$ cat src/rtl/uart_rx_frac_cfg.sv
// UART receiver with a fractional (DIV_NUM/DIV_DEN) bit-period phase accumulator.
// Optional parity support is compiled in when UART_RX_PARITY_EN is defined.
`timescale 1ns/1ps
module uart_rx_frac_cfg #(
  parameter int DIV_NUM   = 25,
  parameter int DIV_DEN   = 1,
  parameter int DATA_BITS = 8,
  parameter int STOP_BITS = 1
) (
  input  logic                 clk,
  input  logic                 resetn,
  input  logic                 rx,
  input  logic [1:0]           parity_mode,
  output logic [DATA_BITS-1:0] data,
  output logic                 valid,
  output logic                 frame_err,
  output logic                 parity_err,
  output logic                 break_det,
  output logic                 busy
);

  // state   | meaning
  // IDLE    | line idle, waiting for rx_s low
  // START   | timing to mid start bit, confirm or reject
  // DATA    | sampling DATA_BITS data bits, LSB first
  // PARITY  | sampling the parity bit (parity builds only)
  // STOP    | sampling STOP_BITS stop bits, reporting the frame
  // WAIT_HI | frame error seen, waiting for the line to go high
  localparam logic [2:0] S_IDLE    = 3'd0;
  localparam logic [2:0] S_START   = 3'd1;
  localparam logic [2:0] S_DATA    = 3'd2;
  localparam logic [2:0] S_STOP    = 3'd3;
  localparam logic [2:0] S_WAIT_HI = 3'd4;
`ifdef UART_RX_PARITY_EN
  localparam logic [2:0] S_PARITY  = 3'd5;
`endif

  localparam int AW = $clog2(DIV_NUM + DIV_DEN + 1);
  localparam logic [AW-1:0] L_NUM  = AW'(DIV_NUM);
  localparam logic [AW-1:0] L_DEN  = AW'(DIV_DEN);
  localparam logic [AW-1:0] L_HALF = AW'(DIV_NUM / 2);
  localparam logic [3:0] L_LAST_DATA = 4'(DATA_BITS - 1);
  localparam logic [3:0] L_LAST_STOP = 4'(STOP_BITS - 1);

  logic                 r_meta;
  logic                 r_rx_s;
  logic [2:0]           r_state;
  logic [AW-1:0]        r_acc;
  logic [3:0]           r_bit;
  logic [DATA_BITS-1:0] r_shift;
  logic                 r_ferr;
  logic                 r_all0;
`ifdef UART_RX_PARITY_EN
  logic                 r_par_en;
  logic                 r_par_odd;
  logic                 r_par;
  logic                 r_perr;
`else
  logic                 w_unused_parity_mode;
  assign w_unused_parity_mode = ^parity_mode;
`endif

  logic [AW-1:0] w_nxt;
  logic          w_tick;
  logic [AW-1:0] w_acc_step;
  logic          w_stop_ferr;

  assign w_nxt       = r_acc + L_DEN;
  assign w_tick      = (w_nxt >= L_NUM);
  assign w_acc_step  = w_tick ? (w_nxt - L_NUM) : w_nxt;
  assign w_stop_ferr = r_ferr | ~r_rx_s;
  assign busy        = (r_state != S_IDLE);

  always_ff @(posedge clk or negedge resetn) begin
    if (!resetn) begin
      r_meta <= 1'b1;
      r_rx_s <= 1'b1;
    end else begin
      r_meta <= rx;
      r_rx_s <= r_meta;
    end
  end

  always_ff @(posedge clk or negedge resetn) begin
    if (!resetn) begin
      r_state    <= S_IDLE;
      r_acc      <= '0;
      r_bit      <= '0;
      r_shift    <= '0;
      r_ferr     <= 1'b0;
      r_all0     <= 1'b0;
      data       <= '0;
      valid      <= 1'b0;
      frame_err  <= 1'b0;
      parity_err <= 1'b0;
      break_det  <= 1'b0;
`ifdef UART_RX_PARITY_EN
      r_par_en   <= 1'b0;
      r_par_odd  <= 1'b0;
      r_par      <= 1'b0;
      r_perr     <= 1'b0;
`endif
    end else begin
      // status flags exist only alongside the valid pulse
      valid      <= 1'b0;
      frame_err  <= 1'b0;
      parity_err <= 1'b0;
      break_det  <= 1'b0;
      if (r_state != S_IDLE) r_acc <= w_acc_step;
      case (r_state)
        S_IDLE: begin
          if (!r_rx_s) begin
            r_state <= S_START;
            r_acc   <= '0;
            r_bit   <= '0;
            r_ferr  <= 1'b0;
            r_all0  <= 1'b1;
`ifdef UART_RX_PARITY_EN
            r_par_en  <= (parity_mode == 2'b01) || (parity_mode == 2'b10);
            r_par_odd <= (parity_mode == 2'b10);
            r_par     <= 1'b0;
            r_perr    <= 1'b0;
`endif
          end
        end
        S_START: begin
          if (w_nxt >= L_HALF) begin
            r_acc   <= '0;
            r_state <= r_rx_s ? S_IDLE : S_DATA;
          end
        end
        S_DATA: begin
          if (w_tick) begin
            r_shift <= {r_rx_s, r_shift[DATA_BITS-1:1]};
            r_all0  <= r_all0 & ~r_rx_s;
`ifdef UART_RX_PARITY_EN
            r_par   <= r_par ^ r_rx_s;
`endif
            if (r_bit == L_LAST_DATA) begin
              r_bit <= '0;
`ifdef UART_RX_PARITY_EN
              r_state <= r_par_en ? S_PARITY : S_STOP;
`else
              r_state <= S_STOP;
`endif
            end else begin
              r_bit <= r_bit + 4'd1;
            end
          end
        end
`ifdef UART_RX_PARITY_EN
        S_PARITY: begin
          if (w_tick) begin
            r_perr  <= r_par_odd ? ~(r_par ^ r_rx_s) : (r_par ^ r_rx_s);
            r_all0  <= r_all0 & ~r_rx_s;
            r_state <= S_STOP;
          end
        end
`endif
        S_STOP: begin
          if (w_tick) begin
            r_ferr <= w_stop_ferr;
            if (r_bit == L_LAST_STOP) begin
              data      <= r_shift;
              valid     <= 1'b1;
              frame_err <= w_stop_ferr;
              break_det <= r_all0 & ~r_rx_s;
`ifdef UART_RX_PARITY_EN
              parity_err <= r_perr;
`endif
              r_acc   <= '0;
              r_state <= w_stop_ferr ? S_WAIT_HI : S_IDLE;
            end else begin
              r_all0 <= r_all0 & ~r_rx_s;
              r_bit  <= r_bit + 4'd1;
            end
          end
        end
        S_WAIT_HI: begin
          if (r_rx_s) begin
            r_acc   <= '0;
            r_state <= S_IDLE;
          end
        end
        default: r_state <= S_IDLE;
      endcase
    end
  end

endmodule

$ cat config.mk
export PLATFORM = sky130hd
export DESIGN_NAME = uart_rx_frac_cfg
export DESIGN_NICKNAME = d
export VERILOG_FILES = /design/src/rtl/uart_rx_frac_cfg.sv
export SDC_FILE = /design/constraint.sdc
export NUM_CORES = 1
export LEC_CHECK = 0
export CAP_MARGIN = 10
export CORE_UTILIZATION = 30
export CTS_CLUSTER_SIZE = 8
export DETAILED_ROUTE_END_ITERATION = 10
export REMOVE_ABC_BUFFERS = 1
export SLEW_MARGIN = 20
export SYNTH_ARGS = -nofsm -noshare
export SYNTH_HDL_FRONTEND = slang
export SYNTH_SLANG_ARGS = --single-unit
$ cat constraint.sdc
create_clock -name clk -period 2.6 [get_ports clk]
set_clock_uncertainty 0.2 [all_clocks]
set_input_delay 0.26 -clock clk [delete_from_list [all_inputs] [get_ports clk]]
set_output_delay 0.26 -clock clk [all_outputs]
set_load 0.01 [all_outputs]
==> results of run 1 <==
-- stage by stage --
stage | util | total power (µW) | std cells | cell area, µm² | worst slack (ns)
final | 0.382 | 2090 | 264 | 2250 | 0.154
after global placement | 0.356 | 1480 | 256 | 2090 | 0.0581
after global routing | 0.382 | 2230 | 264 | 2250 | 0.0529
after CTS | 0.378 | 2080 | 264 | 2230 | 0.0308
after detailed placement | 0.356 | 1490 | 256 | 2090 | 0.0514
after floorplan | - | 1280 | 159 | 1780 | 0.196
-- sequential cells by signal (all words and copies together), names as in the netlist --
name / cells
data: 8
r_shift: 8
r_acc: 5
r_bit: 4
r_state: 3
break_det: 1
frame_err: 1
r_all0: 1
r_ferr: 1
r_meta: 1
r_rx_s: 1
valid: 1
-- final timing paths --
kind / from / to / slack [ns] / depth (start not counted)
setup / recovery: r_acc[1] / data[2] / 0.15 / 7
hold / removal: r_meta / r_rx_s / 0.15 / 0
setup reg to reg: r_acc[1] / data[2] / 0.15 / 7
hold reg to reg: r_meta / r_rx_s / 0.15 / 0
max in group asynchronous: resetn / r_meta / 1.67 / 2
min in group asynchronous: resetn / data[1] / 0.18 / 2
-- critical path, cell delays in order, from the launching register on --
cell,delay (ns)
dfrtp_1,0.47
ha_4,0.22
nand3_1,0.10
xor2_1,0.22
or3_4,0.46
nor3_4,0.16
buf_12,0.16
mux2_2,0.34
-- metal layers --
layer,wire (µm),global-route usage
met1,1740,0.174
met2,1630,0.179
met3,105,0.0343
met4,68,0.0500
met5,0,0
-- power groups by stage --
stage / registers (µW) / logic (µW) / clock network, µW
after floorplan: 728 / 548 / 0
after global placement: 768 / 712 / 0
after detailed placement: 770 / 722 / 0
after CTS: 760 / 729 / 590
after global routing: 793 / 822 / 616
final: 774 / 739 / 575
-- area by class of cell --
class,count,share of cell area
clock inverters,2,0.0267
well taps,75,0.0417
repair buffers,22,0.100
multi-input cells,115,0.393
flip-flops and latches,35,0.391
inverters,9,0.0150
clock buffers,6,0.0323
-- synthesized netlist by cell type (2+ instances only) --
cell / instances
and3b_1: 2
nor2_1: 9
buf_4: 2
inv_1: 9
buf_6: 2
nor3_1: 5
ha_1: 4
nand3_1: 10
o311ai_0: 2
xor2_1: 4
clkbuf_1: 3
a21boi_0: 2
and3_1: 2
o21ai_0: 11
o22ai_1: 2
a211oi_1: 2
dfstp_2: 2
nand2_1: 8
mux2_2: 17
dfrtp_1: 33
or3_1: 3
o31ai_1: 3
and2b_1: 2
mux2i_1: 2
-- logic make-up (layout without fill, tap and decap cells) --
| kind of cell | after synthesis | after routing | share of synthesized area |
|---|---|---|---|
| adder cells (fa/ha/maj) | 4 | 4 | 0.0274 |
| buffers and inverters | 16 | 39 | 0.0453 |
| other | 1 | 1 | 0.00206 |
| flip-flops | 35 | 35 | 0.481 |
| XOR/XNOR | 5 | 5 | 0.0240 |
| AND/OR/NAND/NOR | 54 | 54 | 0.179 |
| multiplexers | 19 | 19 | 0.116 |
| AO/OA/AOI/OAI | 32 | 32 | 0.125 |
-- repair_timing --
item,4_1_cts,5_1_grt
gates resized for setup,0,4
hold buffers,0,0
endpoints found under the setup margin,0,8
==> impl_metrics.toml, run 1 <==
[run_status]
status = "completed"

[power_and_ir_drop]
power_frac_seq = 0.371
clockPowerShare = 0.275
ir_drop_uv = 351
power.share.switching = 0.357
power_density_nw_per_um2 = 929
p_comb_frac = 0.354
p_leak_uw = 0.000986
power.internal_uw = 1340
power_switching_uw = 745

[placement]
io_buffers = 14
place_congestion = 0.769
place_hpwl_mm = 2.38

[clock_network]
cts_root_buf = "clkbuf_8"
postCtsSetupBuffers = 0
cts_buffers = 5
clock_sinks = 35
clk-insertion-delay-late_ns = 0.28
clockBufferDepth = 2
htreeDepth = 2
path_clk_slew_ns = 0.07
tritoncts = "yes"

[synth]
synth_enable_flop_cells = 0
synth_seq_cells = 35
asyncSetResetFlopFracSynth = 1.00
synth-warning-count = 0
ys_types = 49
syn-mean-instance-area_um2 = 11.0
synth_area_leaders = "dfrtp_1 45%, mux2_2 10%, o21ai_0 3.0%"
netlist_instances = 166
syn-cell-area_um2 = 1820
synth.yosys.seq_area_share = 0.481
yosys.area.top_type = "dfrtp_1"
synth_ff_type = "dfrtp_1"
yosysTopAreaCellShare = 0.453

[global_routing]
grt_overflow = 0
grt_max_degree = 36
grt_first_pass_wirelength_mm = 6.11
track_usage = 0.124
antenna_found_initial = 0
grt_pass1_vias = 1286

[critical_path]
crit_fanout = 11
cp-end-kind = "flip-flop"
worstPathRequired_ns = 2.56
start_kind = "flip-flop"
timing.setup.critical_path_class = "flip-flop to flip-flop"
worstPathArrival_ns = 2.41

[floorplan]
start_util = 0.310
die_area_um2 = 6400
pin_count = 18
fp-row-count = 28
die_x_um = 80.0
dieHeight_um = 80.0
core_area_um2 = 5890

[route]
wl_per_cell_um = 13.4
antenna_left = 0
drc = 0
postRouteWirelength_mm = 3.54
drtIter0Drc = 108
num_vias = 1310
routed_via_density = 4.96
drtPass1Iterations = 4

[job]
max-cap-violations = 0

[timing]
setup_tns_ns = 0
fin_crit_sh = 0.941
slew_headroom = 0.640
worst_pin_slew_ns = 0.539
rsz0062_at_grt = "false"
whs_ns = 0.151
hold_viol = 0
maxSlewViolCount = 0
clock.fmax_mhz = 409
finalCriticalPeriod_ns = 2.45
setup_viol = 0

[cells_and_area]
final_common_cell = "dfrtp_1"
final_cell_mix = "32 x dfrtp_1, 17 x mux2_2, 14 x clkdlybuf4s50_1, 11 x o21ai_0, 10 x nand3_1"
seq_area_um2 = 880
multi_input_area_um2 = 883
layout-drive-gt1-share = 0.228
num_antenna_cells = 0
fillers = 568
final_nets = 197
syn2layout_area_growth_pct = 23.3

[worst_hold_path]
hold_class = "flip-flop to flip-flop"
No activity file was read; power rests on OpenSTA's default activity.
==> inputs of run 2 (changes only) <==
--- a/constraint.sdc
+++ b/constraint.sdc
@@ -4,2 +4,2 @@
 set_output_delay 0.26 -clock clk [all_outputs]
-set_load 0.01 [all_outputs]
+set_load 0.1 [all_outputs]
==> run 2 against run 1 <==
  * Sequential cell count is the same
  * Die area is the same
  * Hold slack gained 0.0047 ns
  * Cell count grew 0.38%
  * Sequential share of layout area grew 1.3 points
  * Setup slack lost 0.032 ns
  * Power shrank 7.5%
  * Core utilization shrank 1.3 points
  * Critical path type unchanged
  * Largest power group is now combinational logic
==> impl_metrics.toml, run 2 (same netlist as run 1, synthesis figures left out) <==
[worst_hold_path]
hold_class = "flip-flop to flip-flop"
hold_start = "r_meta"
hold_end = "r_rx_s"
whs_path_depth = 0

[clock_network]
cts_buffers = 5
hold_buffers = 0
path_clk_slew_ns = 0.07
clock_sinks = 35
clockBufferDepth = 2
clk-insertion-delay-late_ns = 0.29
htreeDepth = 2
cts_root_buf = "clkbuf_8"
tritoncts = "yes"

[cells_and_area]
layout-drive-gt1-share = 0.284
final_common_cell = "dfrtp_1"
fillers = 603
largestRegisters = "data: 8 flops, r_shift: 8 flops, r_acc: 5 flops"
multi_input_area_um2 = 866
fin_cells = 265
seq_area_um2 = 878
final_cell_mix = "33 x dfrtp_1, 18 x buf_4, 17 x mux2_2, 11 x o21ai_0, 10 x nand3_1"
num_antenna_cells = 0
final_nets = 198
syn2layout_area_growth_pct = 19.1

[power_and_ir_drop]
ir_drop_uv = 521
power_density_nw_per_um2 = 889
p_leak_uw = 0.000996

[placement]
place_inst = 257
place_congestion = 0.755
place_hpwl_mm = 2.37
io_buffers = 14

[floorplan]
dieHeight_um = 80.0
core_area_um2 = 5890
fp-row-count = 28
pin_count = 18
die_area_um2 = 6400
die_x_um = 80.0
start_util = 0.310

[global_routing]
grt_pass1_vias = 1239
grt_first_pass_wirelength_mm = 5.72
antenna_found_initial = 0
track_usage = 0.116
grt_max_degree = 36
grt_overflow = 0

[critical_path]
timing.setup.critical_path_class = "flip-flop to flip-flop"
worst-r2r-cell-count = 7
start_kind = "flip-flop"
r2r_slack_ns = 0.12
r2r-start = "r_acc[0]"
reg2reg_to = "data[5]"
worstPathArrival_ns = 2.45
worstPathRequired_ns = 2.57
cp-end-kind = "flip-flop"
crit_fanout = 11

[timing]
whs_ns = 0.156
worst_pin_slew_ns = 0.582
hold_viol = 0
fin_crit_sh = 0.953
setup_tns_ns = 0
clock.fmax_mhz = 404
rsz0062_at_grt = "false"
setup_viol = 0
finalCriticalPeriod_ns = 2.48
slew_headroom = 0.611
maxSlewViolCount = 0

[run_status]
status = "completed"

[route]
wl_per_cell_um = 12.7
drtIter0Drc = 53
antenna_left = 0
drc = 0
drtPass1Iterations = 4
routed_via_density = 4.86
postRouteWirelength_mm = 3.37
num_vias = 1288

[job]
max-cap-violations = 0
## run 2: cell type report
cell class | count | share of cell area
Multi-Input combinational cell | 115 | 0.399
Tap cell | 75 | 0.0432
Timing Repair Buffer | 23 | 0.0991
Inverter | 9 | 0.0156
Clock buffer | 6 | 0.0334
Sequential cell | 35 | 0.404
Clock inverter | 2 | 0.00576
## run 2: stage by stage
step	power, µW	setup WS (ns)	instance area, µm²	util
final	1930	0.122	2170	0.369
after global routing	2080	0.0186	2170	0.369
after CTS	1950	0.0603	2170	0.369
after detailed placement	1560	0.0826	2080	0.354
after global placement	1550	0.127	2080	0.354
after floorplan	1330	0.195	1780	-
## run 2: per-layer routing
metal	wire, µm	share of wire	vias up	GRT usage
met5	0	0	-	0
met1	1710	0.51	621	0.152
met4	31	0.0092	0	0.0446
met3	89	0.026	4	0.0354
met2	1530	0.46	18	0.179
li1	-	-	645	-
## run 2: worst max-delay path by stage
stage,from,end,slack [ns]
2_1_floorplan,r_acc[0],data[0],0.20
3_3_place_gp,r_acc[0],data[6],0.13
3_5_place_dp,r_acc[0],data[2],0.08
4_1_cts,r_acc[0],data[2],0.06
5_1_grt,r_acc[0],data[5],0.02
6_report,r_acc[0],data[5],0.12
## run 2: repair_timing
| action | CTS | global route |
|---|---|---|
| buffers inserted | 0 | 0 |
| endpoints found under the setup margin | 0 | 9 |
| resized for setup | 0 | 1 |
## run 2: power breakdown
group          internal (µW)  switching, µW  leakage, µW
combinational            345            480     0.000491
clock                    187            196    0.0000412
sequential               622            102     0.000464
total                   1150            778     0.000996
## run 2: critical path, stage by stage (launching register included)
cell	delay [ns]
dfrtp_1	0.40
ha_2	0.27
nand3_1	0.11
xor2_1	0.24
or3_4	0.49
nor3_4	0.17
buf_12	0.16
mux2_2	0.33
==> inputs of run 3 (changes only) <==
clock period = 2.5 ns   (was 2.6 ns; I/O delays follow)
==> run 3 against run 2 <==
  * Hold slack better by 0.0048 ns
  * Wire length is 1.6% higher
  * Maximum frequency is 4.8% higher
  * Largest power group unchanged
  * Clock power is 5.2% higher
  * Design area up 2.6%
  * Via count increased by 2.7%
  * Cell count is 2.3% higher
  * Power up 7.1%
  * Non-clock buffer count rose by 6
==> impl_metrics.toml, run 3 (same netlist as run 1, synthesis figures left out) <==
[worst_hold_path]
hold_start = "r_meta"
hold_end = "r_rx_s"
whs_path_depth = 0
hold_class = "flip-flop to flip-flop"

[clock_network]
clk-insertion-delay-late_ns = 0.29
tritoncts = "yes"
hold_buffers = 0
path_clk_slew_ns = 0.07
clockBufferDepth = 2
clock_sinks = 35
cts_buffers = 5
cts_root_buf = "clkbuf_8"
htreeDepth = 2

[route]
drtIter0Drc = 44
wl_per_cell_um = 12.6
postRouteWirelength_mm = 3.42
routed_via_density = 4.88
num_vias = 1323
drc = 0
drtPass1Iterations = 4
antenna_left = 0

[cells_and_area]
final_cell_mix = "33 x dfrtp_1, 24 x buf_4, 17 x mux2_2, 11 x o21ai_0, 10 x nand3_1"
final_util = 0.379
fin_cells = 271
largestRegisters = "data: 8 flops, r_shift: 8 flops, r_acc: 5 flops"
final_common_cell = "dfrtp_1"
num_antenna_cells = 0
layout-drive-gt1-share = 0.316
final_nets = 204
syn2layout_area_growth_pct = 22.2

[floorplan]
die_area_um2 = 6400
fp-row-count = 28
dieHeight_um = 80.0
start_util = 0.310
die_x_um = 80.0
pin_count = 18
core_area_um2 = 5890

[global_routing]
track_usage = 0.121
grt_max_degree = 36
grt_first_pass_wirelength_mm = 5.88
grt_pass1_vias = 1296
antenna_found_initial = 0
grt_overflow = 0

[placement]
io_buffers = 14
place_hpwl_mm = 2.48
place_inst = 263
place_congestion = 0.813

[timing]
maxSlewViolCount = 0
worst_pin_slew_ns = 0.582
hold_viol = 0
clock.fmax_mhz = 423
slew_headroom = 0.611
fin_crit_sh = 0.946
setup_tns_ns = 0
setup_viol = 0
rsz0062_at_grt = "false"
finalCriticalPeriod_ns = 2.36

[critical_path]
r2r_slack_ns = 0.14
crit_fanout = 11
worstPathRequired_ns = 2.47
cp-end-kind = "flip-flop"
critPathMaxStageDelay_ns = 0.46
worstPathArrival_ns = 2.34
r2r-start = "r_acc[0]"
critical_path_buf_inv_count = 1
path_cells = "ha_2 -> nand3_1 -> xor2_1 -> or3_4 -> nor3_4 -> buf_12 -> mux2_2"
timing.setup.critical_path_class = "flip-flop to flip-flop"
start_kind = "flip-flop"
path_delay_family = "simple AND/OR/NAND/NOR gates"
crit_slowest_cell = "or3_4"
worst-r2r-cell-count = 7
reg2reg_to = "data[2]"

[power_and_ir_drop]
power_density_nw_per_um2 = 929
ir_drop_uv = 487
p_leak_uw = 0.00102

[run_status]
status = "completed"

[job]
max-cap-violations = 0
==> run 3: cell count changes in the layout (fill, tap and decap cells not counted), sizes merged <==
cell / previous run / this run
buf: 21 / 27
clkbuf: 6 / 5
clkinvlp: 1 / 2
==> run 3: power by group <==
group	leakage (µW)	internal [µW]	switching, µW	total (µW)
logic	0.000519	401	515	915
registers	0.000464	647	104	751
clock network	0.0000402	194	209	403
==> run 3: worst register-to-register path: stages (launching register included) <==
cell     delay [ns]
dfrtp_1        0.38
ha_2           0.26
nand3_1        0.11
xor2_1         0.20
or3_4          0.46
nor3_4         0.16
buf_12         0.15
mux2_2         0.33
==> run 3: metrics by stage <==
| stage | cell area [µm²] | total power (µW) | hold WS, ns | setup slack, ns |
|---|---|---|---|---|
| after detailed placement | 2130 | 1670 | 0.153 | 0.0809 |
| final | 2230 | 2070 | 0.161 | 0.136 |
| after floorplan | 1780 | 1390 | -0.246 | 0.0955 |
| after global placement | 2130 | 1660 | 0.146 | 0.0971 |
| after global routing | 2230 | 2240 | 0.165 | 0.00888 |
| after CTS | 2220 | 2080 | 0.155 | 0.0771 |
==> run 3: cell type report <==
cell class	count	area [µm²]
Clock buffer	5	68.8
Clock inverter	3	20.0
Fill cell	613	3660
Inverter	9	33.8
Multi-Input combinational cell	115	873
Sequential cell	35	878
Tap cell	75	93.8
Timing Repair Buffer	29	260
==> run 3: metal layers <==
metal / global-route usage / wire [µm] / up-vias
met2: 0.185 / 1580 / 14
met1: 0.158 / 1690 / 645
met4: 0.0518 / 65 / 0
met5: 0 / 0 / -
li1: - / - / 656
met3: 0.0354 / 88 / 8
==> run 3: what timing repair did <==
action                     4_1_cts  5_1_grt
buffers inserted                 0        0
resized for setup                0        2
setup endpoints to repair        0        9
==> run 3: worst max path at each step <==
| stage | startpoint | to | slack, ns | depth (start not counted) |
|---|---|---|---|---|
| 2_1_floorplan | r_acc[0] | data[0] | 0.1 | 6 |
| 5_1_grt | r_acc[2] | data[2] | 0.009 | 6 |
| 3_3_place_gp | r_acc[0] | data[6] | 0.1 | 7 |
| 3_5_place_dp | r_acc[0] | data[3] | 0.08 | 7 |
| 6_report | r_acc[0] | data[2] | 0.14 | 7 |
| 4_1_cts | r_acc[0] | data[2] | 0.08 | 7 |
